--- config.mk ---
export PLATFORM = sky130hd
export DESIGN_NAME = pkt_egress_reader
export DESIGN_NICKNAME = d
export VERILOG_FILES = /design/src/rtl/pkt_proc_pkg.sv /design/src/rtl/egress_skid_fifo.sv /design/src/rtl/pkt_egress_reader.sv
export SDC_FILE = /design/constraint.sdc
export NUM_CORES = 1
export LEC_CHECK = 0
export ABC_AREA = 1
export BUFFER_PORTS_ARGS = -buffer_cell sky130_fd_sc_hd__buf_2
export CAP_MARGIN = 15
export CORE_MARGIN = 1
export CORE_UTILIZATION = 26
export DETAILED_ROUTE_END_ITERATION = 16
export SYNTH_ARGS = -nofsm -noshare
export SYNTH_HDL_FRONTEND = slang
export SYNTH_SLANG_ARGS = --single-unit
--- constraint.sdc ---
create_clock -name clk -period 3.25 [get_ports clk]
set_input_delay 0.325 -clock clk [delete_from_list [all_inputs] [get_ports clk]]
set_output_delay 0.325 -clock clk [all_outputs]
set_load 0.01 [all_outputs]
--- src/rtl/pkt_proc_pkg.sv ---
`default_nettype none
// ============================================================================
// Module      : pkt_proc_pkg
// Description : Shared types and constants for the packet-processor egress path.
// Revision    : 1.0 - initial release
// ============================================================================
package pkt_proc_pkg;

    typedef enum logic [1:0] {
        IDLE     = 2'd0,
        HDR_WAIT = 2'd1,
        BODY     = 2'd2
    } egress_state_t;

    localparam int HDR_LEN_LSB    = 0;
    localparam int MIN_PKT_WORDS  = 2;
    localparam int PKT_DATA_WIDTH = 32;

    typedef struct packed {
        logic                      sop;
        logic                      eop;
        logic                      err;
        logic [PKT_DATA_WIDTH-1:0] data;
    } egress_word_t;

endpackage : pkt_proc_pkg
`default_nettype wire

--- src/rtl/egress_skid_fifo.sv ---
`default_nettype none
// ============================================================================
// Module      : egress_skid_fifo
// Description : First-word-fall-through sync FIFO; push and pop may share a cycle.
// Revision    : 1.0 - initial release
// ============================================================================
module egress_skid_fifo #(
    parameter int WIDTH = 35,
    parameter int DEPTH = 4
) (
    input  logic                     clk,
    input  logic                     rst,
    input  logic                     i_push,
    input  logic [WIDTH-1:0]         i_wdata,
    input  logic                     i_pop,
    output logic [WIDTH-1:0]         o_rdata,
    output logic [$clog2(DEPTH):0]   o_count,
    output logic                     o_full,
    output logic                     o_empty
);

    localparam int AW = $clog2(DEPTH);

    logic [WIDTH-1:0] r_mem [DEPTH];
    logic [AW-1:0]    r_wr_ptr;
    logic [AW-1:0]    r_rd_ptr;
    logic [AW:0]      r_count;
    logic             w_do_push;
    logic             w_do_pop;

    assign o_full    = (r_count == (AW+1)'(DEPTH));
    assign o_empty   = (r_count == '0);
    assign o_count   = r_count;
    assign o_rdata   = r_mem[r_rd_ptr];
    assign w_do_pop  = i_pop & ~o_empty;
    // A full FIFO still accepts a push when the same cycle frees a slot.
    assign w_do_push = i_push & (~o_full | w_do_pop);

    always_ff @(posedge clk) begin
        if (rst) begin
            r_wr_ptr <= '0;
            r_rd_ptr <= '0;
            r_count  <= '0;
        end else begin
            if (w_do_push) begin
                r_wr_ptr <= r_wr_ptr + AW'(1);
            end
            if (w_do_pop) begin
                r_rd_ptr <= r_rd_ptr + AW'(1);
            end
            case ({w_do_push, w_do_pop})
                2'b10:   r_count <= r_count + (AW+1)'(1);
                2'b01:   r_count <= r_count - (AW+1)'(1);
                default: r_count <= r_count;
            endcase
        end
    end

    always_ff @(posedge clk) begin
        if (w_do_push) begin
            r_mem[r_wr_ptr] <= i_wdata;
        end
    end

endmodule : egress_skid_fifo
`default_nettype wire

--- src/rtl/pkt_egress_reader.sv ---
`default_nettype none
// ============================================================================
// Module      : pkt_egress_reader
// Description : Drains whole packets from the internal buffer onto a framed valid/ready stream.
// Revision    : 1.0 - initial release
// ============================================================================
module pkt_egress_reader
    import pkt_proc_pkg::*;
#(
    parameter int DATA_WIDTH    = PKT_DATA_WIDTH,
    parameter int PCK_LEN       = 12,
    parameter int MAX_PKT_WORDS = 2048,
    parameter int SKID_DEPTH    = 4
) (
    input  logic                  clk,
    input  logic                  hw_rst,
    input  logic                  buffer_empty,
    output logic                  rd_en,
    input  logic [DATA_WIDTH-1:0] rd_data,
    output logic [DATA_WIDTH-1:0] out_data,
    output logic                  out_valid,
    input  logic                  out_ready,
    output logic                  out_sop,
    output logic                  out_eop,
    output logic                  out_err,
    output logic                  len_err,
    output logic [31:0]           pkt_count,
    output logic                  busy
);

    localparam int CW = $clog2(SKID_DEPTH) + 1;

    egress_state_t      r_state;
    egress_state_t      w_state_nxt;
    logic [PCK_LEN-1:0] r_rem;
    logic [PCK_LEN-1:0] w_rem_nxt;
    logic               r_inflight;
    logic               r_tag_sop;
    logic               r_tag_eop;
    logic               r_len_err;
    logic [31:0]        r_pkt_count;

    logic               w_rd_tag_sop;
    logic               w_rd_tag_eop;
    logic               w_rd_ok;
    logic               w_credit;
    logic               w_pop;
    logic [PCK_LEN-1:0] w_len;
    logic               w_len_ok;
    logic               w_fifo_push;
    logic               w_fifo_full;
    logic               w_fifo_empty;
    logic [CW-1:0]      w_fifo_cnt;
    logic [CW:0]        w_occ;
    logic [CW:0]        w_lim;
    egress_word_t       w_push_word;
    egress_word_t       w_head_raw;
    egress_word_t       w_head;

    assign w_len    = rd_data[HDR_LEN_LSB +: PCK_LEN];
    assign w_len_ok = (32'(w_len) >= 32'(MIN_PKT_WORDS)) && (32'(w_len) <= 32'(MAX_PKT_WORDS));

    // Occupancy counts the word still inside the buffer register so a push is never refused.
    assign w_pop    = out_valid & out_ready;
    assign w_occ    = {1'b0, w_fifo_cnt} + (CW+1)'(r_inflight);
    assign w_lim    = (CW+1)'(SKID_DEPTH) + (CW+1)'(w_pop);
    assign w_credit = (w_occ < w_lim);
    assign w_rd_ok  = w_credit & ~buffer_empty & ~hw_rst;

    always_comb begin
        w_state_nxt  = r_state;
        w_rem_nxt    = r_rem;
        rd_en        = 1'b0;
        w_rd_tag_sop = 1'b0;
        w_rd_tag_eop = 1'b0;
        case (r_state)
            IDLE: begin
                if (w_rd_ok) begin
                    rd_en        = 1'b1;
                    w_rd_tag_sop = 1'b1;
                    w_state_nxt  = HDR_WAIT;
                end
            end
            HDR_WAIT: begin
                if (w_len_ok) begin
                    w_rem_nxt   = w_len - PCK_LEN'(1);
                    w_state_nxt = BODY;
                end else begin
                    w_state_nxt = IDLE;
                end
            end
            BODY: begin
                if (w_rd_ok && (r_rem != '0)) begin
                    rd_en     = 1'b1;
                    w_rem_nxt = r_rem - PCK_LEN'(1);
                    if (r_rem == PCK_LEN'(1)) begin
                        w_rd_tag_eop = 1'b1;
                        w_state_nxt  = IDLE;
                    end
                end
            end
            default: w_state_nxt = IDLE;
        endcase
    end

    // The header word frames itself: a bad length turns it into a one-word error packet.
    always_comb begin
        w_fifo_push      = r_inflight;
        w_push_word      = '0;
        w_push_word.sop  = r_tag_sop;
        w_push_word.eop  = r_tag_sop ? ~w_len_ok : r_tag_eop;
        w_push_word.err  = r_tag_sop & ~w_len_ok;
        w_push_word.data = rd_data;
    end

    always_ff @(posedge clk) begin
        if (hw_rst) begin
            r_state     <= IDLE;
            r_rem       <= '0;
            r_inflight  <= 1'b0;
            r_tag_sop   <= 1'b0;
            r_tag_eop   <= 1'b0;
            r_len_err   <= 1'b0;
            r_pkt_count <= '0;
        end else begin
            r_state    <= w_state_nxt;
            r_rem      <= w_rem_nxt;
            r_inflight <= rd_en;
            r_tag_sop  <= w_rd_tag_sop;
            r_tag_eop  <= w_rd_tag_eop;
            r_len_err  <= (r_state == HDR_WAIT) & ~w_len_ok;
            if (w_pop && w_head.eop) begin
                r_pkt_count <= r_pkt_count + 32'd1;
            end
        end
    end

    egress_skid_fifo #(
        .WIDTH ($bits(egress_word_t)),
        .DEPTH (SKID_DEPTH)
    ) u_fifo (
        .clk     (clk),
        .rst     (hw_rst),
        .i_push  (w_fifo_push),
        .i_wdata (w_push_word),
        .i_pop   (w_pop),
        .o_rdata (w_head_raw),
        .o_count (w_fifo_cnt),
        .o_full  (w_fifo_full),
        .o_empty (w_fifo_empty)
    );

    assign w_head    = w_fifo_empty ? '0 : w_head_raw;
    assign out_valid = ~w_fifo_empty;
    assign out_data  = w_head.data;
    assign out_sop   = w_head.sop;
    assign out_eop   = w_head.eop;
    assign out_err   = w_head.err;
    assign len_err   = r_len_err;
    assign pkt_count = r_pkt_count;
    assign busy      = (r_state != IDLE) | ~w_fifo_empty;

endmodule : pkt_egress_reader
`default_nettype wire

==> summary.md, run 1 <==
| Metric | Value |
|---|---|
| Status | complete, no violations |
| GP Congestion | 0.8354 |
| Most common cell in the synthesized netlist | nor2_1 |
| Net Sw Frac | 37.29% |
| Clock transition at path regs | 0.08 ns |
| Gate power share | 30.4% |
| Area Overhead vs Synth | 18.21% |
| Fmax | 376.3 MHz |
| DR iter-0 viols | 382 |
| Worst skew pair latency | 0.46 ns |
| Startpoint type of the worst setup path | register |
| Hold_ws | 0.08454 ns |
| Pwr/cell area | 694.7 mW/mm^2 |
| Die Ht | 191.6 um |
| Worst hold path class | primary input to register |
| Max IR drop VDD | 0.5436 mV |
| Data arrival, critical path | 2.33 ns |
| Core area | 0.03548 sq mm |
| Pint | 0.004812 W |
| Hold_buf cts | 0 |
| Area leader, netlist | edfxtp_1 |
| MaxCap Viol Count | 0 |
| Psw | 0.002862 W |
| Layout cell share with drive strength beyond 1 | 16.06% |
| Critical-path cell list | buf_4 > nor2_1 > nor2_1 > o21ai_0 > a21oi_1 > buf_2 |
| Antenna cells | 0 |
| Area of the multi-input gates | 0.003537 sq mm |
| Min Tclk post-route | 2.658 ns |
| Mapped Area | 0.009344 sq mm |
| Post-synth top cells | nor2_1 (256), nand2_1 (223), edfxtp_1 (140) |
| Full die area | 0.03670 sq mm |
| PostCTS Resize Cnt | 0 |
| First-pass GRT wire length | 36,470 um |
| Post-Syn Instances | 1,072 |
| Port buffer count | 106 |
| CP max stage cell | dfxtp_2 |
| Drt first pass iters | 5 |
| Die Wd | 191.6 um |
| FILL cells | 3,672 |
| DPL Wire Length | 15,530 um |
| Global Route Usage Sum | 12.89% |
| Post-DR vias/cell | 4.452 |
| Post-route ant nets | 0 |
| Routed Wire Length | 23,040 um |
| Drt wl/cell | 14.01 um |
| Rel. slew slack | 49.67% |
| Clk sinks | 199 |
| Maximum fanout along the worst path | 40 |
| Vias in the first global route | 7,031 |
| Sequential area share after synthesis | 57.63% |
| Top_reg_cell synth | edfxtp_1 |
| Reg area | 0.005386 sq mm |
| Synthesis warning total | 0 |
| #FFs+latches synth | 199 |
| Cts bufs inserted | 17 |
| Number of flops mapped to enable cells by yosys | 140 |
| I/O Pins | 107 |
| Final Setup Violations | 0 |
| Max incr delay on CP | 0.71 ns |
| Async set-reset flop share out of synthesis | 0% |
| Final hold vios | 0 |
| Total gr overflow | 0 |
| Clock skew | 0.01434 ns |
| Row count | 69 |
| Distinct cells, synth | 38 |
| Synth area leaders | edfxtp_1 (45%), dfxtp_1 (13%), nor2_1 (10%) |
| CP most frequent cell | nor2_1 |
| Share of total power in the clock network | 29.3% |
| Mean Syn Cell Area | 8.716 sq um |
| Setup bufs post-CTS | 0 |
| Hold Crit Depth | 1 |
| Initial antenna violation count | 1 |
| Pins Over Slew Limit | 0 |
| WP data required | 2.92 ns |
| Setup repair after global routing missed its margin | false |
| Starting Density | 26.33% |
| Synthesized Nets | 1,121 |
| Yosys top cell area share | 44.99% |
| CTS H-tree depth | 4 |
| Sequential Power Share | 40.3% |
| Tcrit/Tclk final | 81.78% |
| Final #Nets | 1,219 |
| DRC violations left | 0 |
| Clock buffer depth | 2 |
| WS Path Type | register to primary output |
| Root Buffer | clkbuf_16 |
| CTS tree | yes |
| Setup TNS | 0 ns |
| Slew @ Worst Pin | 0.7539 ns |
| Leak | 4.154 nW |
| CP Capture Type | primary output |
| Largest net degree at the start of global routing | 65 |
| FF-to-FF path depth | 7 |
| Via count | 7,319 |
layer usage:
metal | GRT usage [%] | vias to the layer above | part of all wire (%) | wire, um
met5 | 0 | - | 0.052 | 12
met4 | 4.762 | 2 | 1.7 | 384
met3 | 3.051 | 29 | 5.3 | 1221
met2 | 22.19 | 150 | 48 | 11160
met1 | 15.57 | 3402 | 45 | 10260
li1 | - | 3736 | - | -
state kept, by name, indices dropped and copies added (netlist names), 2 cells and up, named ones only:
register and flops:
u_fifo.r_wr_ptr 2, u_fifo.o_count 3, u_fifo.r_rd_ptr 2, pkt_count 32
r_state 2, r_rem 12, u_fifo.r_mem 140
power by group through the flow:
stage | Combinational [W] | Sequential (W) | Clock (W)
after floorplan | 0.00158 | 0.00308 | 0
after global placement | 0.00234 | 0.00314 | 0
after detailed placement | 0.00237 | 0.00315 | 0
after CTS | 0.00238 | 0.00309 | 0.00231
after global routing | 0.00264 | 0.00313 | 0.00239
final | 0.00234 | 0.00309 | 0.00225
critical path: cells and delay by family (launching register included):
family / cells / cell delay, ns
AO/OA/AOI/OAI: 2 / 0.29
buffers and inverters: 2 / 0.64
flip-flops: 1 / 0.71
AND/OR/NAND/NOR: 2 / 0.18
area by class of cell:
class	count	share of cell area [%]
clock buffer	17	3.851
clock inverter	15	1.926
inverter	73	2.481
multi-input combinational	761	32.02
sequential	199	48.77
tap	461	5.222
timing repair buffer	118	5.732
stage by stage:
| stage | util (%) | setup WS (ns) | area [sq um] | cells | power (W) |
|---|---|---|---|---|---|
| after global routing | 31.13 | 0.3650 | 11050 | 1644 | 0.008162 |
| after detailed placement | 29.33 | 1.045 | 10410 | 1612 | 0.005522 |
| after floorplan | - | 0.5897 | 9344 | 1072 | 0.004665 |
| final | 31.13 | 0.5922 | 11050 | 1644 | 0.007673 |
| after global placement | 29.33 | 1.077 | 10410 | 1612 | 0.005487 |
| after CTS | 31.13 | 0.5402 | 11050 | 1644 | 0.007778 |
final timing paths:
check	from	slack (ns)	end
min reg2reg	u_fifo.r_rd_ptr[1]	0.48	register
min	rd_data[16]	0.08	u_fifo.r_mem[1][16]
max	register	0.59	out_data[31]
max reg2reg	register	1.05	pkt_count[7]
cell usage in the layout, fill, tap and decap left out, types with 12 or more instances in the layout:
master     instances
nand2_1          223
dfxtp_1           58
buf_2            106
nor2_1           252
a21oi_1           67
ha_1              12
edfxtp_1         140
nand3_1           38
inv_1             67
clkbuf_16         17
o21ai_0           96
nand2_2           12
logic make-up after synthesis:
group | after synthesis | synth area share (%)
AND/OR/NAND/NOR | 570 | 25.63
AO/OA/AOI/OAI | 169 | 9.226
XOR/XNOR | 8 | 0.7499
buffers and inverters | 112 | 4.834
adder cells (fa/ha/maj) | 13 | 1.821
flip-flops | 199 | 57.63
multiplexers | 1 | 0.1071
No activity file was read; power rests on OpenSTA's default activity.
==> run 2: changes to the inputs <==
Clock period 3.25 ns to 2.46 ns, I/O delays scaled along.
==> run 2 against run 1 <==
Sequential cell count stayed put. Clock skew hardly changed. Critical endpoint is now rd_en. Die area stayed put. Wire length is 1.2% higher. Critical path depth is 2 higher. Worst hold slack worse by 0.067 ns. Largest power group unchanged. Critical path type unchanged.
==> summary.md, run 2 (same netlist as run 1, synthesis figures left out) <==
| Metric | Value |
|---|---|
| Status | complete, no violations (unchanged) |
| Starting Density | 26.33% (unchanged) |
| WS Path Type | register to primary output (unchanged) |
| CTS H-tree depth | 4 (unchanged) |
| Hold Crit Depth | 1 (unchanged) |
| Row count | 69 (unchanged) |
| Die Ht | 191.6 um (unchanged) |
| Full die area | 0.03670 sq mm (unchanged) |
| Root Buffer | clkbuf_16 (unchanged) |
| Share of total power in the clock network | 28.8% (was 29.3%) |
| Setup TNS | 0 ns (unchanged) |
| Final instance area | 0.01132 sq mm (was 0.01105 sq mm) |
| Leak | 4.269 nW (was 4.154 nW) |
| Net Sw Frac | 36.97% (was 37.29%) |
| Layout cell share with drive strength beyond 1 | 16.92% (was 16.06%) |
| Post-route insts no fill | 1,668 (was 1,644) |
| Drt first pass iters | 4 (was 5) |
| Cts bufs inserted | 17 (unchanged) |
| Clock skew | 0.01425 ns (was 0.01434 ns) |
| Startpoint type of the worst setup path | register (unchanged) |
| Placed inst area | 0.01051 sq mm (was 0.01041 sq mm) |
| Worst skew pair latency | 0.45 ns (was 0.46 ns) |
| I/O Pins | 107 (unchanged) |
| Maximum fanout along the worst path | 4 (was 40) |
| Routed Wire Length | 23,300 um (was 23,040 um) |
| Min Tclk post-route | 2.281 ns |
| Drt wl/cell | 13.97 um (was 14.01 um) |
| MaxCap Viol Count | 0 (unchanged) |
| Max IR drop VDD | 0.6509 mV (was 0.5436 mV) |
| Rel. slew slack | 69.17% (was 49.67%) |
| First-pass GRT wire length | 37,450 um (was 36,470 um) |
| Via count | 7,436 (was 7,319) |
| Area Overhead vs Synth | 21.17% (was 18.21%) |
| GP Congestion | 0.8590 (was 0.8354) |
| CP Capture Type | primary output (unchanged) |
| Pins Over Slew Limit | 0 (unchanged) |
| DR iter-0 viols | 461 (was 382) |
| FILL cells | 3,677 (was 3,672) |
| Vias in the first global route | 7,138 (was 7,031) |
| Most frequent cells in the layout | nor2_1 (252), nand2_1 (223), edfxtp_1 (140) (unchanged) |
| Global Route Usage Sum | 13.19% (was 12.89%) |
| Largest net degree at the start of global routing | 41 (was 65) |
| Pint | 0.006530 W (was 0.004812 W) |
| Tcrit/Tclk final | 92.70% |
| Final hold vios | 0 (unchanged) |
| PnR worst setup slack | 0.1795 ns (was 0.5922 ns) |
| Clock transition at path regs | 0.08 ns (about the same) |
| Port buffer count | 106 (unchanged) |
| Core area | 0.03548 sq mm (unchanged) |
| CTS tree | yes (unchanged) |
| Initial antenna violation count | 0 (was 1) |
| Psw | 0.003831 W (was 0.002862 W) |
| Place WS | 0.3077 ns (was 1.045 ns) |
| Post-DR vias/cell | 4.458 (was 4.452) |
| Register with the most flip-flops | u_fifo.r_mem (unchanged) |
| FF-to-FF path depth | 11 (was 7) |
| Placed Cells | 1,619 (was 1,612) |
| Clk sinks | 199 (unchanged) |
| Worst hold path class | primary input to register (unchanged) |
| Power Total | 0.01036 W (was 0.007673 W) |
| Die Wd | 191.6 um (unchanged) |
| Slew @ Worst Pin | 0.4625 ns (was 0.7539 ns) |
| Gate power share | 32.3% (was 30.4%) |
| DPL Wire Length | 15,530 um (about the same) |
| Clock buffer depth | 2 (unchanged) |
| Post-route ant nets | 0 (unchanged) |
| Fmax | 438.5 MHz |
| Data arrival, critical path | 2.03 ns (was 2.33 ns) |
| Pwr/cell area | 915.1 mW/mm^2 (was 694.7 mW/mm^2) |
| Final #Nets | 1,242 (was 1,219) |
| Largest register FFs | 140 (unchanged) |
| Total gr overflow | 0 (unchanged) |
| Sequential Power Share | 38.9% (was 40.3%) |
| Commonest non-fill, non-tap cell in the layout | nor2_1 (unchanged) |
| Final Setup Violations | 0 (unchanged) |
| WP data required | 2.21 ns (was 2.92 ns) |
| DRC violations left | 0 (unchanged) |
[run 2: cell count changes in the layout (fill, tap and decap cells not counted), sizes merged]
cell         change
dlygate4sd3     +13
buf             +10
inv              -2
clkinv           +1
clkinvlp         +1
diode            +1
[run 2: final cells by class]
type                       count  area [sq um]  area share (%)
antenna                        1         2.502         0.02210
clock buffer                  17         425.4           3.757
clock inverter                15         219.0           1.934
inverter                      73         275.3           2.431
multi-input combinational    761          3545           31.31
sequential                   199          5388           47.59
tap                          461         576.8           5.094
timing repair buffer         141         890.9           7.868
[run 2: through the flow]
| stage | utilization [%] | hold slack, ns |
|---|---|---|
| after global routing | 31.90 | 0.0001942 |
| after global placement | 29.62 | 0.4552 |
| after detailed placement | 29.62 | 0.4607 |
| after CTS | 31.81 | 0.0007433 |
| after floorplan | - | 0.3449 |
| final | 31.91 | 0.01751 |
[run 2: path summary, 6_finish.rpt]
kind                startpoint                   to  slack (ns)
max                 r_inflight                rd_en        0.18
min                rd_data[13]  u_fifo.r_mem[1][13]        0.02
max reg2reg         r_inflight             r_rem[2]        0.47
min reg2reg  u_fifo.o_count[0]    u_fifo.o_count[0]        0.48
[run 2: metal layers]
layer,up-vias,wire (um),track usage [%]
li1,3778,-,-
met4,0,243,3.694
met2,155,11350,23.09
met3,16,1261,2.887
met1,3487,10450,16.19
met5,-,0,0
[run 2: repair_timing]
item,4_1_cts,5_1_grt
setup buffers,0,3
gates resized for setup,1,5
gates cloned,0,0
endpoints found under the hold margin,42,0
endpoints found under the setup margin,31,1
hold buffers,13,0
[run 2: critical path: stages, from the launching register on]
cell and delay, ns:
dfxtp_1 0.33, ha_1 0.22, ha_1 0.27, nor2_1 0.09, nand3_1 0.13, a21oi_2 0.17
inv_1 0.10, o21ai_2 0.12, buf_4 0.14
[run 2: power groups by stage]
| stage | combinational (W) | clock [W] | sequential [W] |
|---|---|---|---|
| final | 0.00334 | 0.00299 | 0.00403 |
| after detailed placement | 0.00338 | 0 | 0.00410 |
| after global routing | 0.00380 | 0.00321 | 0.00406 |
| after CTS | 0.00341 | 0.00306 | 0.00403 |
| after floorplan | 0.00209 | 0 | 0.00407 |
| after global placement | 0.00333 | 0 | 0.00409 |
==> run 3: changes to the inputs <==
Settings changed: ABC_AREA 1 to unset, CORE_MARGIN 1 to unset.
==> run 3 against run 2 <==
Sequential power fell by 2%. Clock skew rose by 0.00054 ns. Critical path type unchanged. Highest routed layer is now met5. Global-route usage fell by 1.3 points. Synthesized area fell by 7.8%.
==> summary.md, run 3 <==
| Metric | Value |
|---|---|
| Max incr delay on CP | 0.35 ns (was 0.33 ns) |
| CP most frequent cell | ha_1 (unchanged) |
| Startpoint type of the worst setup path | register (unchanged) |
| #FFs+latches synth | 199 (unchanged) |
| Post-route ant nets | 0 (unchanged) |
| Starting Density | 26.47% (was 26.33%) |
| Post-Syn Instances | 634 (was 1,072) |
| R2r setup slk | 0.30 ns (was 0.47 ns) |
| Data arrival, critical path | 2.07 ns (was 2.03 ns) |
| Placed Cells | 1,176 (was 1,619) |
| Total gr overflow | 0 (unchanged) |
| Synth area leaders | edfxtp_1 (49%), dfxtp_1 (14%), mux4_2 (9.2%) (was edfxtp_1 (45%), dfxtp_1 (13%), nor2_1 (10%)) |
| Root Buffer | clkbuf_16 (unchanged) |
| Drt first pass iters | 7 (was 4) |
| Global Route Usage Sum | 11.91% (was 13.19%) |
| Setup TNS | 0 ns (unchanged) |
| Leak | 3.659 nW (was 4.269 nW) |
| Full die area | 0.03385 sq mm (was 0.03670 sq mm) |
| Tcrit/Tclk final | 93.97% (was 92.70%) |
| Distinct cells, synth | 57 (was 38) |
| Sequential Power Share | 39.7% (was 38.9%) |
| Die Wd | 184.0 um (was 191.6 um) |
| Gate power share | 29.7% (was 32.3%) |
| Pint | 0.006796 W (was 0.006530 W) |
| DR iter-0 viols | 319 (was 461) |
| I/O Pins | 107 (unchanged) |
| Via count | 5,555 (was 7,436) |
| Register with the most flip-flops | u_fifo.r_mem (unchanged) |
| FILL cells | 3,261 (was 3,677) |
| Share of total power in the clock network | 30.6% (was 28.8%) |
| Commonest non-fill, non-tap cell in the layout | edfxtp_1 (was nor2_1) |
| WP data required | 2.21 ns (about the same) |
| Net Sw Frac | 31.91% (was 36.97%) |
| Post-DR vias/cell | 4.524 (was 4.458) |
| Crit-path leading delay family | adder cells (unchanged) |
| Drt wl/cell | 16.03 um (was 13.97 um) |
| Layout cell share with drive strength beyond 1 | 29.59% (was 16.92%) |
| CTS tree | yes (unchanged) |
| Synthesis warning total | 0 (unchanged) |
| Most common cell in the synthesized netlist | edfxtp_1 (was nor2_1) |
| Place WS | 0.05753 ns (was 0.3077 ns) |
| Clock buffer depth | 2 (unchanged) |
| First-pass GRT wire length | 30,550 um (was 37,450 um) |
| DRC violations left | 0 (unchanged) |
| Clk sinks | 199 (unchanged) |
| Synthesized Nets | 683 (was 1,121) |
| Clock skew | 0.01479 ns (was 0.01425 ns) |
| Mapped Area | 0.008612 sq mm (was 0.009344 sq mm) |
| Slew @ Worst Pin | 0.6179 ns (was 0.4625 ns) |
| Final #Nets | 820 (was 1,242) |
| Area Overhead vs Synth | 23.71% (was 21.17%) |
| Maximum fanout along the worst path | 6 (was 4) |
| Post-route insts no fill | 1,228 (was 1,668) |
| Final hold vios | 0 (unchanged) |
| Pins Over Slew Limit | 0 (unchanged) |
| Max IR drop VDD | 0.6745 mV (was 0.6509 mV) |
| Post-synth top cells | edfxtp_1 (140), dfxtp_1 (59), nor2_1 (54) (was nor2_1 (256), nand2_1 (223), edfxtp_1 (140)) |
| Most frequent cells in the layout | edfxtp_1 (140), buf_2 (106), dfxtp_1 (55) (was nor2_1 (252), nand2_1 (223), edfxtp_1 (140)) |
| Largest net degree at the start of global routing | 55 (was 41) |
| Fmax | 432.6 MHz (was 438.5 MHz) |
| Psw | 0.003185 W (was 0.003831 W) |
| MaxCap Viol Count | 0 (unchanged) |
| Initial antenna violation count | 3 (was 0) |
| Hold_ws | 0.02743 ns (was 0.01751 ns) |
| WS Path Type | register to primary output (unchanged) |
| Critical-path cell list | ha_1 > ha_1 > nor2_1 > a21o_2 > nand2_1 > nor3_1 > buf_2 (was ha_1 > ha_1 > nor2_1 > nand3_1 > a21oi_2 > inv_1 > o21ai_2 > buf_4) |
| Mean Syn Cell Area | 13.58 sq um (was 8.716 sq um) |
| Status | complete, no violations (unchanged) |
| Rel. slew slack | 58.81% (was 69.17%) |
| Top_reg_cell synth | edfxtp_1 (unchanged) |
| Die Ht | 184.0 um (was 191.6 um) |
| Worst skew pair latency | 0.45 ns (about the same) |
| CTS H-tree depth | 4 (unchanged) |
| Pwr/cell area | 936.8 mW/mm^2 (was 915.1 mW/mm^2) |
| Port buffer count | 106 (unchanged) |
| Async set-reset flop share out of synthesis | 0% (unchanged) |
| Area leader, netlist | edfxtp_1 (unchanged) |
| Largest register FFs | 140 (unchanged) |
| PnR worst setup slack | 0.1483 ns (was 0.1795 ns) |
| Setup repair after global routing missed its margin | false |
| CP Buf/Inv Count | 1 (was 2) |
| Min Tclk post-route | 2.312 ns (was 2.281 ns) |
| Yosys top cell area share | 48.82% (was 44.99%) |
| Routed Wire Length | 19,680 um (was 23,300 um) |
| Core area | 0.03254 sq mm (was 0.03548 sq mm) |
| DPL Wire Length | 12,520 um (was 15,530 um) |
| Sequential area share after synthesis | 62.53% (was 57.63%) |
| Worst hold path class | primary input to register (unchanged) |
| GP Congestion | 0.8075 (was 0.8590) |
| Cts bufs inserted | 17 (unchanged) |
| Final Setup Violations | 0 (unchanged) |
| Row count | 66 (was 69) |
| Clock transition at path regs | 0.08 ns (about the same) |
| Number of flops mapped to enable cells by yosys | 140 (unchanged) |
| Vias in the first global route | 5,429 (was 7,138) |
| CP max stage cell | dfxtp_2 (was dfxtp_1) |
| CP Capture Type | primary output (unchanged) |
==> run 3: changes by cell type in the layout (fill, tap and decap cells not counted), sizes merged, moves of 10 or more <==
cell / change
nand2: -209
nor3: +10
buf: +14
a21oi: -37
nor4: +18
nor2b: +35
o21ai: -90
nand3b: -10
nor2: -214
nand3: -27
xnor2: +25
inv: -53
mux4: +35
==> run 3: metrics by stage <==
stage,power [W],instance area [sq um],util [%]
4_1_cts,0.01011,10610,32.61
6_report,0.009980,10650,32.75
2_1_floorplan,0.005844,8612,-
5_1_grt,0.01053,10650,32.73
3_5_place_dp,0.007007,9806,30.14
3_3_place_gp,0.006971,9806,30.14
==> run 3: area by class of cell <==
class                           count  area, sq um  area share (%)
Sequential cell                   199         5390           50.59
Tap cell                          442        553.0           5.191
Inverter                           19        71.32          0.6694
Clock inverter                     15        230.2           2.161
Multi-Input combinational cell    377         2965           27.83
Antenna cell                        2        5.005         0.04698
Timing Repair Buffer              157         1013           9.513
Clock buffer                       17        425.4           3.993
==> run 3: final timing paths <==
kind / end / from / depth (start not counted)
worst min-delay path: u_fifo.r_mem[2][16] / rd_data[16] / 1
worst max-delay path: rd_en / r_inflight / 7
worst max register to register: r_rem[10] / r_inflight / 7
worst min register to register: r_rem[11] / r_rem[11] / 2
==> run 3: power groups by stage <==
stage | Clock, W | Sequential [W] | Combinational, W
global route | 0.00326 | 0.00399 | 0.00328
detailed placement | 0 | 0.00403 | 0.00298
CTS | 0.00316 | 0.00395 | 0.00300
finish | 0.00305 | 0.00396 | 0.00297
global placement | 0 | 0.00402 | 0.00295
floorplan | 0 | 0.00398 | 0.00187
==> run 3: repair_timing <==
item,CTS,global route
hold buffers,15,0
setup buffers,0,3
setup endpoints to repair,0,1
hold endpoints to repair,55,0
resized for setup,0,4
==> run 3: routing by layer <==
| metal | up-vias | GRT usage, % | wire [um] | share of wire (%) |
|---|---|---|---|---|
| met4 | 2 | 3.700 | 218 | 1.1 |
| met1 | 2745 | 15.23 | 9035 | 46 |
| met3 | 20 | 3.823 | 1214 | 6.2 |
| li1 | 2658 | - | - | - |
| met5 | - | 0 | 13 | 0.066 |
| met2 | 130 | 19.05 | 9201 | 47 |
==> run 3: worst reg2reg max path: stages, from the launching register on <==
cell	delay [ns]
dfxtp_2	0.35
ha_1	0.23
ha_1	0.28
nor2_1	0.08
a21o_2	0.15
nand4_1	0.35
a221o_1	0.48
o22ai_1	0.16
==> run 3: cell families after synthesis <==
group	after synthesis	share of synthesized area [%]
AO/OA/AOI/OAI	72	5.492
XOR/XNOR	40	4.068
adder cells (fa/ha/maj)	13	1.976
buffers and inverters	58	3.298
flip-flops	199	62.53
multiplexers	37	9.400
AND/OR/NAND/NOR	215	13.24
